--- config.mk ---
export PLATFORM = sky130hd
export DESIGN_NAME = uart_word_serializer
export DESIGN_NICKNAME = d
export VERILOG_FILES = /design/src/rtl/uart_word_serializer.sv
export SDC_FILE = /design/constraint.sdc
export NUM_CORES = 1
export LEC_CHECK = 0
export ABC_CLOCK_PERIOD_IN_PS = 4000
export CAP_MARGIN = 10
export CORE_MARGIN = 2
export CORE_UTILIZATION = 50
export DETAILED_ROUTE_END_ITERATION = 10
export HOLD_SLACK_MARGIN = 0.12
export PLACE_DENSITY_LB_ADDON = 0.2
export SYNTH_ARGS = -nofsm -noshare
export SYNTH_HDL_FRONTEND = slang
export SYNTH_SLANG_ARGS = --single-unit
--- constraint.sdc ---
create_clock -name clk_i -period 4 [get_ports clk_i]
set_input_delay 0.8 -clock clk_i [delete_from_list [all_inputs] [get_ports clk_i]]
set_output_delay 0.8 -clock clk_i [all_outputs]
set_load 0.03 [all_outputs]
--- src/rtl/uart_word_serializer.sv ---
// Word-to-byte serializer: buffers whole words in a small FIFO and emits them
// one byte per valid/ready transfer, MSB-first or LSB-first.
module uart_word_serializer #(
  parameter int WORD_BYTES = 2,
  parameter bit MSB_FIRST  = 1'b1,
  parameter int FIFO_DEPTH = 4
) (
  input  logic                          clk_i,
  input  logic                          rst_i,
  input  logic [8*WORD_BYTES-1:0]       word_i,
  input  logic                          word_valid_i,
  output logic                          word_ready_o,
  output logic [7:0]                    tx_byte_o,
  output logic                          tx_valid_o,
  input  logic                          tx_ready_i,
  output logic [$clog2(FIFO_DEPTH):0]   fifo_count_o,
  output logic                          busy_o,
  output logic [15:0]                   words_sent_o
);

  localparam int W  = 8 * WORD_BYTES;
  localparam int PW = $clog2(FIFO_DEPTH);
  localparam int CW = PW + 1;
  localparam int IW = (WORD_BYTES > 1) ? $clog2(WORD_BYTES) : 1;
  localparam logic [IW-1:0] LAST_IDX = IW'(WORD_BYTES - 1);
  localparam logic [CW-1:0] FULL_CNT = CW'(FIFO_DEPTH);

  typedef enum logic {IDLE, SEND} state_e;

  state_e          state_q, state_d;
  logic [W-1:0]    mem_q [FIFO_DEPTH];
  logic [W-1:0]    mem_d [FIFO_DEPTH];
  logic [PW-1:0]   wr_ptr_q, wr_ptr_d;
  logic [PW-1:0]   rd_ptr_q, rd_ptr_d;
  logic [CW-1:0]   count_q, count_d;
  logic [W-1:0]    shreg_q, shreg_d;
  logic [IW-1:0]   idx_q, idx_d;
  logic [15:0]     sent_q, sent_d;

  logic fifo_empty, xfer, last_byte, push, pop;

  always_comb begin
    fifo_empty = (count_q == '0);
    xfer       = (state_q == SEND) && tx_ready_i;
    last_byte  = (idx_q == LAST_IDX);
    // A full FIFO refuses the push even when a pop happens on the same edge.
    push       = word_valid_i && (count_q != FULL_CNT);
    pop        = !fifo_empty && ((state_q == IDLE) || (xfer && last_byte));
  end

  always_ff @(posedge clk_i or posedge rst_i) begin
    if (rst_i) begin
      state_q  <= IDLE;
      wr_ptr_q <= '0;
      rd_ptr_q <= '0;
      count_q  <= '0;
      shreg_q  <= '0;
      idx_q    <= '0;
      sent_q   <= '0;
    end else begin
      state_q  <= state_d;
      wr_ptr_q <= wr_ptr_d;
      rd_ptr_q <= rd_ptr_d;
      count_q  <= count_d;
      shreg_q  <= shreg_d;
      idx_q    <= idx_d;
      sent_q   <= sent_d;
    end
  end

  always_ff @(posedge clk_i) begin
    mem_q <= mem_d;
  end

  always_comb begin
    state_d = state_q;
    case (state_q)
      IDLE:    if (!fifo_empty) state_d = SEND;
      SEND:    if (xfer && last_byte && fifo_empty) state_d = IDLE;
      default: state_d = IDLE;
    endcase
  end

  always_comb begin
    mem_d = mem_q;
    if (push) mem_d[wr_ptr_q] = word_i;
    wr_ptr_d = wr_ptr_q + PW'(push);
    rd_ptr_d = rd_ptr_q + PW'(pop);
    count_d  = count_q + CW'(push) - CW'(pop);

    shreg_d = shreg_q;
    idx_d   = idx_q;
    if (pop) begin
      shreg_d = mem_q[rd_ptr_q];
      idx_d   = '0;
    end else if (xfer && !last_byte) begin
      shreg_d = MSB_FIRST ? (shreg_q << 8) : (shreg_q >> 8);
      idx_d   = idx_q + 1'b1;
    end

    sent_d = sent_q;
    if (xfer && last_byte) sent_d = sent_q + 16'd1;
  end

  always_comb begin
    tx_valid_o   = (state_q == SEND);
    tx_byte_o    = MSB_FIRST ? shreg_q[W-1 -: 8] : shreg_q[7:0];
    word_ready_o = (count_q != FULL_CNT);
    fifo_count_o = count_q;
    busy_o       = (state_q == SEND) || !fifo_empty;
    words_sent_o = sent_q;
  end

endmodule

Word-level counts from Yosys, hierarchy flattened
Cells that the tools add are included.

cells by class
  equality and inequality tests = 1
  reductions and logical operators = 13
  bitwise gates (word level) = 3
  magnitude comparators = 3
  add/subtract/negate cells = 6
  muxes and demuxes = 13

operators by type and width
  kind                   number
  $mux 16                5
  $bwmux 64              1
  $bmux 16 s2            1
  $demux 16 s2           1
  $add 16x1->16 const B  1
  $logic_and 1x1->1      7
  $ge 3x3->1 const B     2
  $not 2->3              2
  $add 2x1->2            2
  $mux 1                 4
  $add 3x1->3            1
  $logic_not 3->1        1
  $lt 3x1->1 const B     1
  $ne 3x3->1 const B     1
  $sub 3x1->3            1
  $logic_not 1->1        2
  $logic_or 1x1->1       2
  $pmux 1 s2             1
  $reduce_bool 2->1      1
  $add 1x1->1 const B    1
  $not 1->1              1

storage, ports and cells
  register bits after elaboration = 105
  output and inout port bits = 30
  word-level logic and storage cells = 50
  input bits = 20

Logic depth before layout (Yosys ltp)
Gate-level depths: netlist (run 1).

  depth in word-level cells = 6
  mapped depth = 12
  gate-level depth less buffers = 10

Least setup slack after synthesis (run 1)
OpenSTA, ideal clock, no wires.

  path type = input-to-reg
  start point = input tx_ready_i
  end point = register count_q[2] (netlist: fifo_count_o[2])
  required time = 3866 ps
  cell stages on the path = 11
  setup slack = 1248 ps
  setup time = 134 ps
  data arrival time = 2618 ps
  buffers on the path = 2
  cell sequence = nand2_1 -> a21oi_1 -> buf_2 -> buf_4 -> ha_1 -> inv_1 -> ha_1 -> inv_1 -> fa_1 -> xnor2_1 -> xnor2_1

on the way
  cells in the longest elaborated chain, start to end = 5

RTL lines
  element               RTL line  source
  start, declared       15        input logic tx_ready_i,
  $logic_and 1x1->1     44        xfer = (state_q == SEND) && tx_ready_i;
  $logic_and 1x1->1     48        pop = !fifo_empty && ((state_q == IDLE) || (xfer && last_byte));
  $logic_or 1x1->1      48
  $logic_and 1x1->1     48
  $sub 3x1->3           89        count_d = count_q + CW'(push) - CW'(pop);
  named net count_d[2]  35        logic [CW-1:0] count_q, count_d;
  end signal, assigned  64        count_q <= count_d;
  end, declared         35

The timed path passes the listed nets, and every way through them passes these cells.
A chain may end at the register's enable or synchronous reset.

Worst setup path in the final report (run 1)
  start point = register count_q[2] (netlist: fifo_count_o[2])
  end point = output busy_o

on the way
  cells in the longest elaborated chain, start to end = 3

RTL lines
  element           RTL line  source
  $logic_not 3->1   43        fifo_empty = (count_q == '0);
  $logic_not 1->1   110       busy_o = (state_q == SEND) || !fifo_empty;
  $logic_or 1x1->1  110
  end, declared     17        output logic busy_o,

Every way passes these cells.

==> results of run 1 <==
-- cells by family (layout without fill, tap and decap cells) --
family,after synthesis,count (layout),share of synthesized area (%)
compound gates,19,19,3.22
xor+xnor,20,20,4.14
mux,16,16,9.85
flops,105,105,69.7
fa+ha+maj,6,6,1.95
simple gates,71,71,7.75
buf+inv,22,75,3.40
-- worst reg2reg max path: stages, from the launching register on --
cell,delay [ns]
dfrtp_1,0.43
nor3_1,0.41
a21oi_1,0.12
ha_1,0.30
inv_1,0.05
ha_1,0.12
inv_1,0.04
fa_1,0.37
xnor2_1,0.15
xnor2_1,0.13
-- power groups by stage --
stage / sequential (mW) / clock (mW) / combinational, mW
finish: 1.67 / 0.702 / 1.04
global route: 1.71 / 0.766 / 1.14
CTS: 1.67 / 0.722 / 1.06
detailed placement: 1.69 / 0 / 1.06
global placement: 1.68 / 0 / 1.03
floorplan: 1.65 / 0 / 0.785
-- registers in the layout, summed over array words and instances (netlist names) --
name and count:
tx_valid_o 1, rd_ptr_q 2, shreg_q 16, wr_ptr_q 2, idx_q 1, fifo_count_o 3, words_sent_o 16, mem_q 64
-- worst max path at each step --
stage | end | slack [ns]
2_1_floorplan | fifo_count_o[2]$_DFF_PP0_ | 1.25
3_3_place_gp | fifo_count_o[2]$_DFF_PP0_ | 1.12
3_5_place_dp | fifo_count_o[2]$_DFF_PP0_ | 1.08
4_1_cts | busy_o | 1.26
5_1_grt | busy_o | 1.19
6_report | busy_o | 1.30
-- through the flow --
stage / power, mW / setup WS [ns] / hold WS [ns] / util [%] / std cells
2_1_floorplan: 2.43 / 1.25 / 0.473 / - / 259
5_1_grt: 3.61 / 1.19 / 0.513 / 60.7 / 417
3_5_place_dp: 2.75 / 1.08 / 0.466 / 58.1 / 401
4_1_cts: 3.45 / 1.26 / 0.483 / 60.7 / 417
6_report: 3.41 / 1.30 / 0.475 / 60.7 / 417
3_3_place_gp: 2.71 / 1.12 / 0.461 / 58.1 / 401
-- area by class of cell --
type | instances | area, sq um
Inverter | 6 | 22.5
Multi-Input combinational cell | 132 | 1150
Tap cell | 105 | 131
Sequential cell | 105 | 2950
Fill cell | 649 | 3230
Clock inverter | 6 | 91.3
Clock buffer | 10 | 128
Timing Repair Buffer | 53 | 520
-- cells in the final DEF (no fill, tap or decap), drive strengths merged --
master,count
nand4,4
a221o,7
and3,2
nand2b,1
nand2,33
nor2,9
a22oi,1
nor3,4
o21ai,9
edfxtp,64
mux4,16
and2,8
clkdlybuf4s50,49
xnor2,14
bufinv,2
xor2,6
buf,4
clkbuf,10
fa,1
inv,7
or2,2
ha,5
nand3,7
clkinvlp,3
a22o,1
a21oi,1
and4,1
dfrtp,41
-- layer usage --
metal	GRT usage (%)	part of all wire (%)	routed length, microns
met5	0	0	0
met4	6.07	1.3	89
met3	3.92	4.1	281
met2	26.6	50	3410
met1	22.0	45	3110
-- cell usage after synthesis --
master / n / area share, %
a21oi_1: 1 / 0.12
a221o_1: 7 / 1.7
a22o_1: 1 / 0.21
a22oi_1: 1 / 0.18
and2_0: 1 / 0.15
and2_1: 7 / 1.0
and3_1: 2 / 0.30
and4_1: 1 / 0.21
buf_1: 2 / 0.18
buf_12: 1 / 0.47
buf_2: 3 / 0.35
buf_4: 9 / 1.6
buf_6: 1 / 0.27
dfrtp_1: 41 / 24
edfxtp_1: 64 / 45
fa_1: 1 / 0.47
ha_1: 5 / 1.5
inv_1: 6 / 0.53
mux4_1: 15 / 9.3
mux4_2: 1 / 0.53
nand2_1: 33 / 2.9
nand2b_1: 1 / 0.15
nand3_1: 7 / 0.83
nand4_1: 4 / 0.59
nor2_1: 9 / 0.80
nor3_1: 4 / 0.47
o21ai_0: 9 / 1.1
or2_2: 2 / 0.30
xnor2_1: 14 / 2.9
xor2_1: 6 / 1.2
==> impl_metrics.csv, run 1 <==
group,metric,value,unit
status,status,"finished clean",
drt,drt_pass1_iterations,4,
cts,cts_tree,"yes",
drt,final_antenna_net_count,0,
placed_design,port_buffers,49,
critical_path,cp.depth,3,
logic_synthesis,syn_area_per_cell,16.3,sq um
floorplan,die_y,96.0,microns
drt,drt_iter0_markers,172,
floorplan,fp.coreArea,8220,sq um
timing,period_minus_slack,2.70,ns
flow_run,max-cap-violations,0,
floorplan,die_width,96.0,microns
timing,max_slew_margin,38.8,%
cts,clk_latency,0.36,ns
critical_path,crit_fanout,4,
timing,setup_tns,0,ns
cts,cts_root_buffer,"clkbuf_8",
cts,clock_tree.buffer_depth,2,
timing,setup_viol,0,
logic_synthesis,synthCells,259,
critical_path,startpoint_type,"register",
floorplan,rows,33,
timing,finalHoldViolCount,0,
drt,vias_per_cell,5.31,
placed_design,dpl.hpwl,4500,microns
pwr,irDropWorstVdd,0.269,mV
pwr,sw_frac_of_total,32.6,%
pwr,power.density,682,nW/um^2
placed_design,globalplace.congestion,0.676,
critical_path,critPathBufInv,1,
cts,holdBufCountCts,0,
pwr,power_leakage,1.90,nW
logic_synthesis,synth_nets,285,
cells_and_area,nets,333,
critical_path,critPathTopFamily,"buffers and inverters",
drt,vias,2215,
critical_path,r2r-start,"fifo_count_o[2]$_DFF_PP0_",
hold_path,worstHoldPathCells,1,
global_routing,grt_max_degree,28,
critical_path,critPathMaxStageDelay,0.61,ns
timing,timing.fmax,370,MHz
cts,cts_resized,0,
hold_path,hold_start,"words_sent_o[15]$_DFFE_PP0P_",
logic_synthesis,ys_seq_elements,105,
hold_path,worstHoldPathType,"reg2reg",
critical_path,cp.arrival,1.90,ns
global_routing,grt_use_total,16.5,%
pwr,power.net_switching,1.11,mW
global_routing,grt_pass1_wl,11000,microns
pwr,power_frac_clock,20.6,%
cells_and_area,fin_area,4990,sq um
cells_and_area,syn_to_final_growth,18.0,%
critical_path,rr_endpoint,"fifo_count_o[2]$_DFF_PP0_",
timing,fin_crit_sh,67.6,%
drt,drc,0,
hold_path,holdPathEnd,"words_sent_o[15]$_DFFE_PP0P_",
pwr,combPwrFrac,30.4,%
timing,clock_skew,0.0104,ns
critical_path,r2r_cells,9,
logic_synthesis,ys_seq_area_share,69.7,%
critical_path,required,3.20,ns
logic_synthesis,ys_warn_count,0,
timing,rsz0062_at_grt,"false",
global_routing,antenna_found_initial,0,
drt,routedWlPerCell,16.5,microns
logic_synthesis,synth_cell_types,30,
timing,drv_slew,0,
critical_path,crit_slowest_cell,"clkdlybuf4s50_1",
drt,totalWireLength,6890,microns
floorplan,dieArea,9210,sq um
placed_design,dpl-instance-area,4770,sq um
pwr,pwr-share-seq,48.9,%
critical_path,reg2reg_slack,1.77,ns
floorplan,ioPinCount,50,
cells_and_area,diodes,0,
critical_path,crit_type,"reg2out",
timing,worst_slew_pin_slew,0.915,ns
critical_path,cp-end-kind,"output pin",
critical_path,startpoint,"fifo_count_o[2]$_DFF_PP0_",
cts,post_cts_buffers,0,
pwr,p_int,2.30,mW
cts,h-tree-depth,3,
floorplan,initial_core_util,51.5,%
cts,cts_sinks,105,
cells_and_area,drive_above_1_share,7.37,%
cts,path_clk_slew,0.10,ns
logic_synthesis,syn_area,4230,sq um
cts,numCtsBuffers,9,
critical_path,worstPathCellList,"nor3_1 > nand2b_1 > clkdlybuf4s50_1",
global_routing,grt_pass1_vias,2189,
global_routing,grt-ovfl-total,0,
Note: power is estimated with default switching activity, not from simulation.
==> run 2, diff against run 1 <==
- ABC_CLOCK_PERIOD_IN_PS: 4000 -> 2500
- clock period: 4 -> 2.5 ns (I/O delays scaled with it)
==> run 2 against run 1 <==
Against the previous run: clock skew increased by 0.0029 ns; sequential share of layout area shrank 0.38 points; critical endpoint unchanged; register-to-register slack lost 1.4 ns; highest routed layer unchanged; critical path type unchanged; via count is 1.1% higher; flip-flop and latch count is the same; final cell count grew 1.7%; global-route usage fell by 0.18 points; sequential power grew 55%; setup slack got worse by 1.1 ns; combinational power rose by 70%.
==> impl_metrics.csv, run 2 (synthesis gave the netlist of run 1 again) <==
group,metric,value,unit
status,status,"finished clean",
critical_path,critPathTopFamily,"buffers and inverters",
timing,finalHoldViolCount,0,
floorplan,initial_core_util,51.5,%
drt,drc,0,
placed_design,globalplace.congestion,0.647,
drt,drt_pass1_iterations,4,
critical_path,critPathMaxStageDelay,0.59,ns
cts,clk_latency,0.36,ns
cells_and_area,drive_above_1_share,10.0,%
global_routing,grt_use_total,16.3,%
floorplan,fp.coreArea,8220,sq um
drt,vias_per_cell,5.28,
critical_path,r2r-start,"fifo_count_o[2]$_DFF_PP0_",
timing,worst_slew_pin_slew,0.564,ns
timing,rsz0062_at_grt,"false",
placed_design,dpl.hpwl,4620,microns
cts,cts_sinks,105,
cts,clock_tree.buffer_depth,2,
pwr,power.density,1080,nW/um^2
cells_and_area,largest-register,"mem_q",
cts,numCtsBuffers,9,
cells_and_area,syn_to_final_growth,18.8,%
cells_and_area,largest_register_ffs,64,
drt,routedWlPerCell,16.0,microns
critical_path,cp.arrival,1.78,ns
pwr,power_leakage,1.93,nW
placed_design,numPlacedInstances,408,
floorplan,die_width,96.0,microns
global_routing,grt_pass1_wl,11100,microns
timing,hold_slack,0.495,ns
cts,path_clk_slew,0.10,ns
cts,cts_resized,0,
cts,holdBufCountCts,0,
critical_path,worstPathCellList,"nor3_2 > nand2b_1 > clkdlybuf4s50_1",
timing,period_minus_slack,2.28,ns
cts,cts_root_buffer,"clkbuf_8",
cells_and_area,layout_commonest_cell,"edfxtp_1",
cells_and_area,fin_area,5020,sq um
critical_path,startpoint,"fifo_count_o[2]$_DFF_PP0_",
cells_and_area,mostFrequentLayoutCells,"64 x edfxtp_1, 49 x clkdlybuf4s50_1, 41 x dfrtp_1, 33 x nand2_1, 15 x mux4_1",
cells_and_area,nets,340,
timing,fin_crit_sh,91.1,%
cells_and_area,fin_cells,424,
timing,max_slew_margin,62.4,%
timing,fin_ws,0.223,ns
timing,setup_viol,0,
drt,drt_iter0_markers,86,
critical_path,cp-end-kind,"output pin",
timing,setup_tns,0,ns
critical_path,crit_slowest_cell,"clkdlybuf4s50_1",
cells_and_area,fillers,665,
global_routing,antenna_found_initial,0,
pwr,irDropWorstVdd,0.438,mV
global_routing,grt_pass1_vias,2282,
flow_run,max-cap-violations,0,
critical_path,crit_fanout,4,
global_routing,grt_max_degree,42,
floorplan,ioPinCount,50,
drt,vias,2239,
cts,cts_tree,"yes",
critical_path,crit_type,"reg2out",
global_routing,grt-ovfl-total,0,
cts,post_cts_buffers,0,
critical_path,critPathBufInv,1,
cts,h-tree-depth,3,
drt,final_antenna_net_count,0,
timing,drv_slew,0,
critical_path,startpoint_type,"register",
placed_design,port_buffers,49,
timing,clock_skew,0.0133,ns
placed_design,preCtsSetupSlack,-0.0206,ns
placed_design,dpl-instance-area,4820,sq um
hold_path,hold_start,"words_sent_o[15]$_DFFE_PP0P_",
hold_path,worstHoldPathType,"reg2reg",
critical_path,required,2.00,ns
cells_and_area,diodes,0,
floorplan,rows,33,
floorplan,die_y,96.0,microns
floorplan,dieArea,9210,sq um
timing,timing.fmax,439,MHz
drt,totalWireLength,6780,microns
run 2: metal layers:
| metal | vias up | track usage, % | wire [microns] |
|---|---|---|---|
| met2 | 57 | 26.7 | 3250 |
| li1 | 1065 | - | - |
| met3 | 5 | 2.90 | 324 |
| met5 | - | 0 | 0 |
| met4 | 0 | 6.79 | 74 |
| met1 | 1112 | 21.6 | 3130 |
run 2: path summary, 6_finish.rpt:
kind,endpoint,slack [ns],cells after the start
setup / recovery,busy_o,0.22,3
hold / removal,words_sent_o[15]$_DFFE_PP0P_,0.50,1
setup reg to reg,fifo_count_o[2]$_DFF_PP0_,0.40,9
hold reg to reg,words_sent_o[15]$_DFFE_PP0P_,0.50,1
max in group asynchronous,shreg_q[3]$_DFFE_PP0P_,1.57,3
min in group asynchronous,shreg_q[0]$_DFFE_PP0P_,0.56,3
run 2: stage by stage:
step / total power [mW] / util (%)
2_1_floorplan: 3.90 / -
3_3_place_gp: 4.38 / 58.7
3_5_place_dp: 4.44 / 58.7
4_1_cts: 5.49 / 61.1
5_1_grt: 5.75 / 61.1
6_report: 5.41 / 61.1
run 2: area by class of cell:
class,instances,area [sq um],share of cell area (%)
clock inverters,7,76.3,1.52
well taps,105,131,2.62
flip-flops and latches,105,2950,58.7
multi-input cells,132,1150,22.9
clock buffers,9,124,2.47
repair buffers,60,573,11.4
inverters,6,22.5,0.448
run 2: power breakdown:
group          switching, mW  total, mW  internal (mW)
Combinational          0.924       1.77          0.847
Sequential             0.291       2.59           2.30
Clock                  0.577       1.05          0.472
run 2: worst register-to-register path, cell delays in order (launching register included):
cell and delay [ns]:
dfrtp_1 0.45, nor3_2 0.30, a21oi_1 0.10, ha_1 0.28, inv_1 0.05, ha_1 0.13
inv_1 0.05, fa_1 0.37, xnor2_1 0.15, xnor2_1 0.13
==> run 3, diff against run 2 <==
- CORE_UTILIZATION: 50 -> 55
- HOLD_SLACK_MARGIN: 0.12 -> not set
- PLACE_DENSITY: not set -> 0.81
- PLACE_DENSITY_LB_ADDON: 0.2 -> not set
==> run 3 against run 2 <==
Against the previous run: global-route usage grew 1.4 points; utilization is 6.8 points higher; sequential power barely moved; setup slack worse by 0.033 ns; hold slack lost 0.0039 ns; via count rose by 1.2%; cell area down 0.37%; flip-flop and latch count unchanged; clock power decreased by 4%; critical path depth did not move.
==> impl_metrics.csv, run 3 (synthesis gave the netlist of run 1 again) <==
group,metric,value,unit
cts,clock_tree.buffer_depth,2,
critical_path,rr_endpoint,"fifo_count_o[2]$_DFF_PP0_",
cts,holdBufCountCts,0,
global_routing,grt_use_total,17.7,%
timing,drv_slew,0,
cells_and_area,fillers,513,
drt,drc,0,
drt,totalWireLength,6780,microns
cells_and_area,seq_area,2950,sq um
critical_path,crit_slowest_cell,"clkdlybuf4s50_1",
timing,finalHoldViolCount,0,
cts,numCtsBuffers,9,
drt,routedWlPerCell,16.2,microns
hold_path,worstHoldPathType,"reg2reg",
timing,period_minus_slack,2.31,ns
flow_run,max-cap-violations,0,
cells_and_area,fin_area,5000,sq um
critical_path,cp.arrival,1.81,ns
timing,hold_slack,0.491,ns
cts,cts_resized,0,
cells_and_area,mostFrequentLayoutCells,"64 x edfxtp_1, 49 x clkdlybuf4s50_1, 41 x dfrtp_1, 33 x nand2_1, 15 x mux4_1",
pwr,p_int,3.54,mW
cells_and_area,largest-register,"mem_q",
global_routing,grt_max_degree,42,
pwr,pwr-share-seq,47.8,%
hold_path,worstHoldPathCells,1,
cells_and_area,layout_commonest_cell,"edfxtp_1",
critical_path,required,2.00,ns
timing,max_slew_margin,66.8,%
critical_path,critPathMaxStageDelay,0.60,ns
global_routing,grt_pass1_wl,11300,microns
critical_path,cp-end-kind,"output pin",
hold_path,holdPathEnd,"words_sent_o[15]$_DFFE_PP0P_",
drt,final_antenna_net_count,0,
cells_and_area,syn_to_final_growth,18.3,%
pwr,power_leakage,1.93,nW
global_routing,grt-ovfl-total,0,
floorplan,rows,31,
global_routing,grt_pass1_vias,2241,
drt,drt_pass1_iterations,6,
critical_path,crit_type,"reg2out",
critical_path,r2r_cells,9,
timing,clock_skew,0.0132,ns
placed_design,port_buffers,49,
cts,cts_tree,"yes",
pwr,power.total,5.37,mW
timing,fin_crit_sh,92.4,%
cts,post_cts_buffers,0,
pwr,power_frac_clock,18.8,%
pwr,power.density,1070,nW/um^2
timing,worst_slew_pin_slew,0.498,ns
hold_path,hold_start,"words_sent_o[15]$_DFFE_PP0P_",
pwr,combPwrFrac,33.5,%
global_routing,antenna_found_initial,0,
cells_and_area,nets,340,
pwr,irDropWorstVdd,0.565,mV
floorplan,dieArea,8410,sq um
placed_design,dpl-instance-area,4820,sq um
timing,timing.fmax,433,MHz
placed_design,dpl.hpwl,4490,microns
pwr,sw_frac_of_total,34.2,%
floorplan,die_width,91.7,microns
cells_and_area,multiInputGateArea,1150,sq um
critical_path,r2r-start,"fifo_count_o[2]$_DFF_PP0_",
drt,vias,2266,
cts,h-tree-depth,3,
pwr,power.net_switching,1.84,mW
critical_path,crit_fanout,4,
cells_and_area,largest_register_ffs,64,
floorplan,ioPinCount,50,
timing,setup_viol,0,
floorplan,die_y,91.7,microns
critical_path,reg2reg_slack,0.41,ns
critical_path,worstPathCellList,"nor3_2 > nand2b_1 > clkdlybuf4s50_1",
timing,rsz0062_at_grt,"false",
drt,drt_iter0_markers,81,
drt,vias_per_cell,5.42,
critical_path,critPathTopFamily,"buffers and inverters",
cts,cts_root_buffer,"clkbuf_8",
floorplan,initial_core_util,57.4,%
cts,path_clk_slew,0.11,ns
cells_and_area,diodes,0,
cts,cts_sinks,105,
status,status,"finished clean",
cts,clk_latency,0.37,ns
cells_and_area,drive_above_1_share,10.0,%
placed_design,globalplace.congestion,0.734,
critical_path,startpoint_type,"register",
floorplan,fp.coreArea,7370,sq um
critical_path,critPathBufInv,1,
## run 3: changes by cell type in the layout (fill, tap and decap cells not counted), sizes merged
cell	change
inv	+2
bufinv	-1
clkinvlp	-1
## run 3: worst max path at each step
stage                                   start                        end  depth (start not counted)
global placement                   tx_ready_i  fifo_count_o[2]$_DFF_PP0_                         10
detailed placement                 tx_ready_i  fifo_count_o[2]$_DFF_PP0_                         10
CTS                 fifo_count_o[2]$_DFF_PP0_                     busy_o                          3
finish              fifo_count_o[2]$_DFF_PP0_                     busy_o                          3
floorplan           fifo_count_o[1]$_DFF_PP0_  fifo_count_o[2]$_DFF_PP0_                         11
global route        fifo_count_o[2]$_DFF_PP0_                     busy_o                          3
## run 3: through the flow
step                cells   TNS, ns  worst slack [ns]  util [%]
floorplan             259   -0.0864           -0.0864         -
global placement      402  -0.00218          -0.00218      65.3
detailed placement    402   -0.0195           -0.0195      65.3
CTS                   418         0             0.168      67.9
global route          418         0             0.104      67.9
finish                418         0             0.189      67.9
## run 3: cell type report
class	count	share of cell area, %
inverters	6	0.450
multi-input cells	132	22.9
well taps	99	2.48
repair buffers	60	11.5
clock buffers	9	2.48
flip-flops and latches	105	58.9
clock inverters	7	1.30
## run 3: metal layers
metal  GRT usage [%]  up-vias  wire length, microns
met1            23.7     1131                  3080
li1                -     1069                     -
met2            28.2       55                  3300
met4            6.22        0                   110
met5               0        -                     0
met3            5.09       11                   284
## run 3: power groups by stage
stage / clock network (mW) / registers [mW] / logic (mW)
finish: 1.01 / 2.57 / 1.80
global route: 1.11 / 2.62 / 1.97
CTS: 1.03 / 2.57 / 1.83
detailed placement: 0 / 2.61 / 1.82
global placement: 0 / 2.58 / 1.78
floorplan: 0 / 2.64 / 1.26
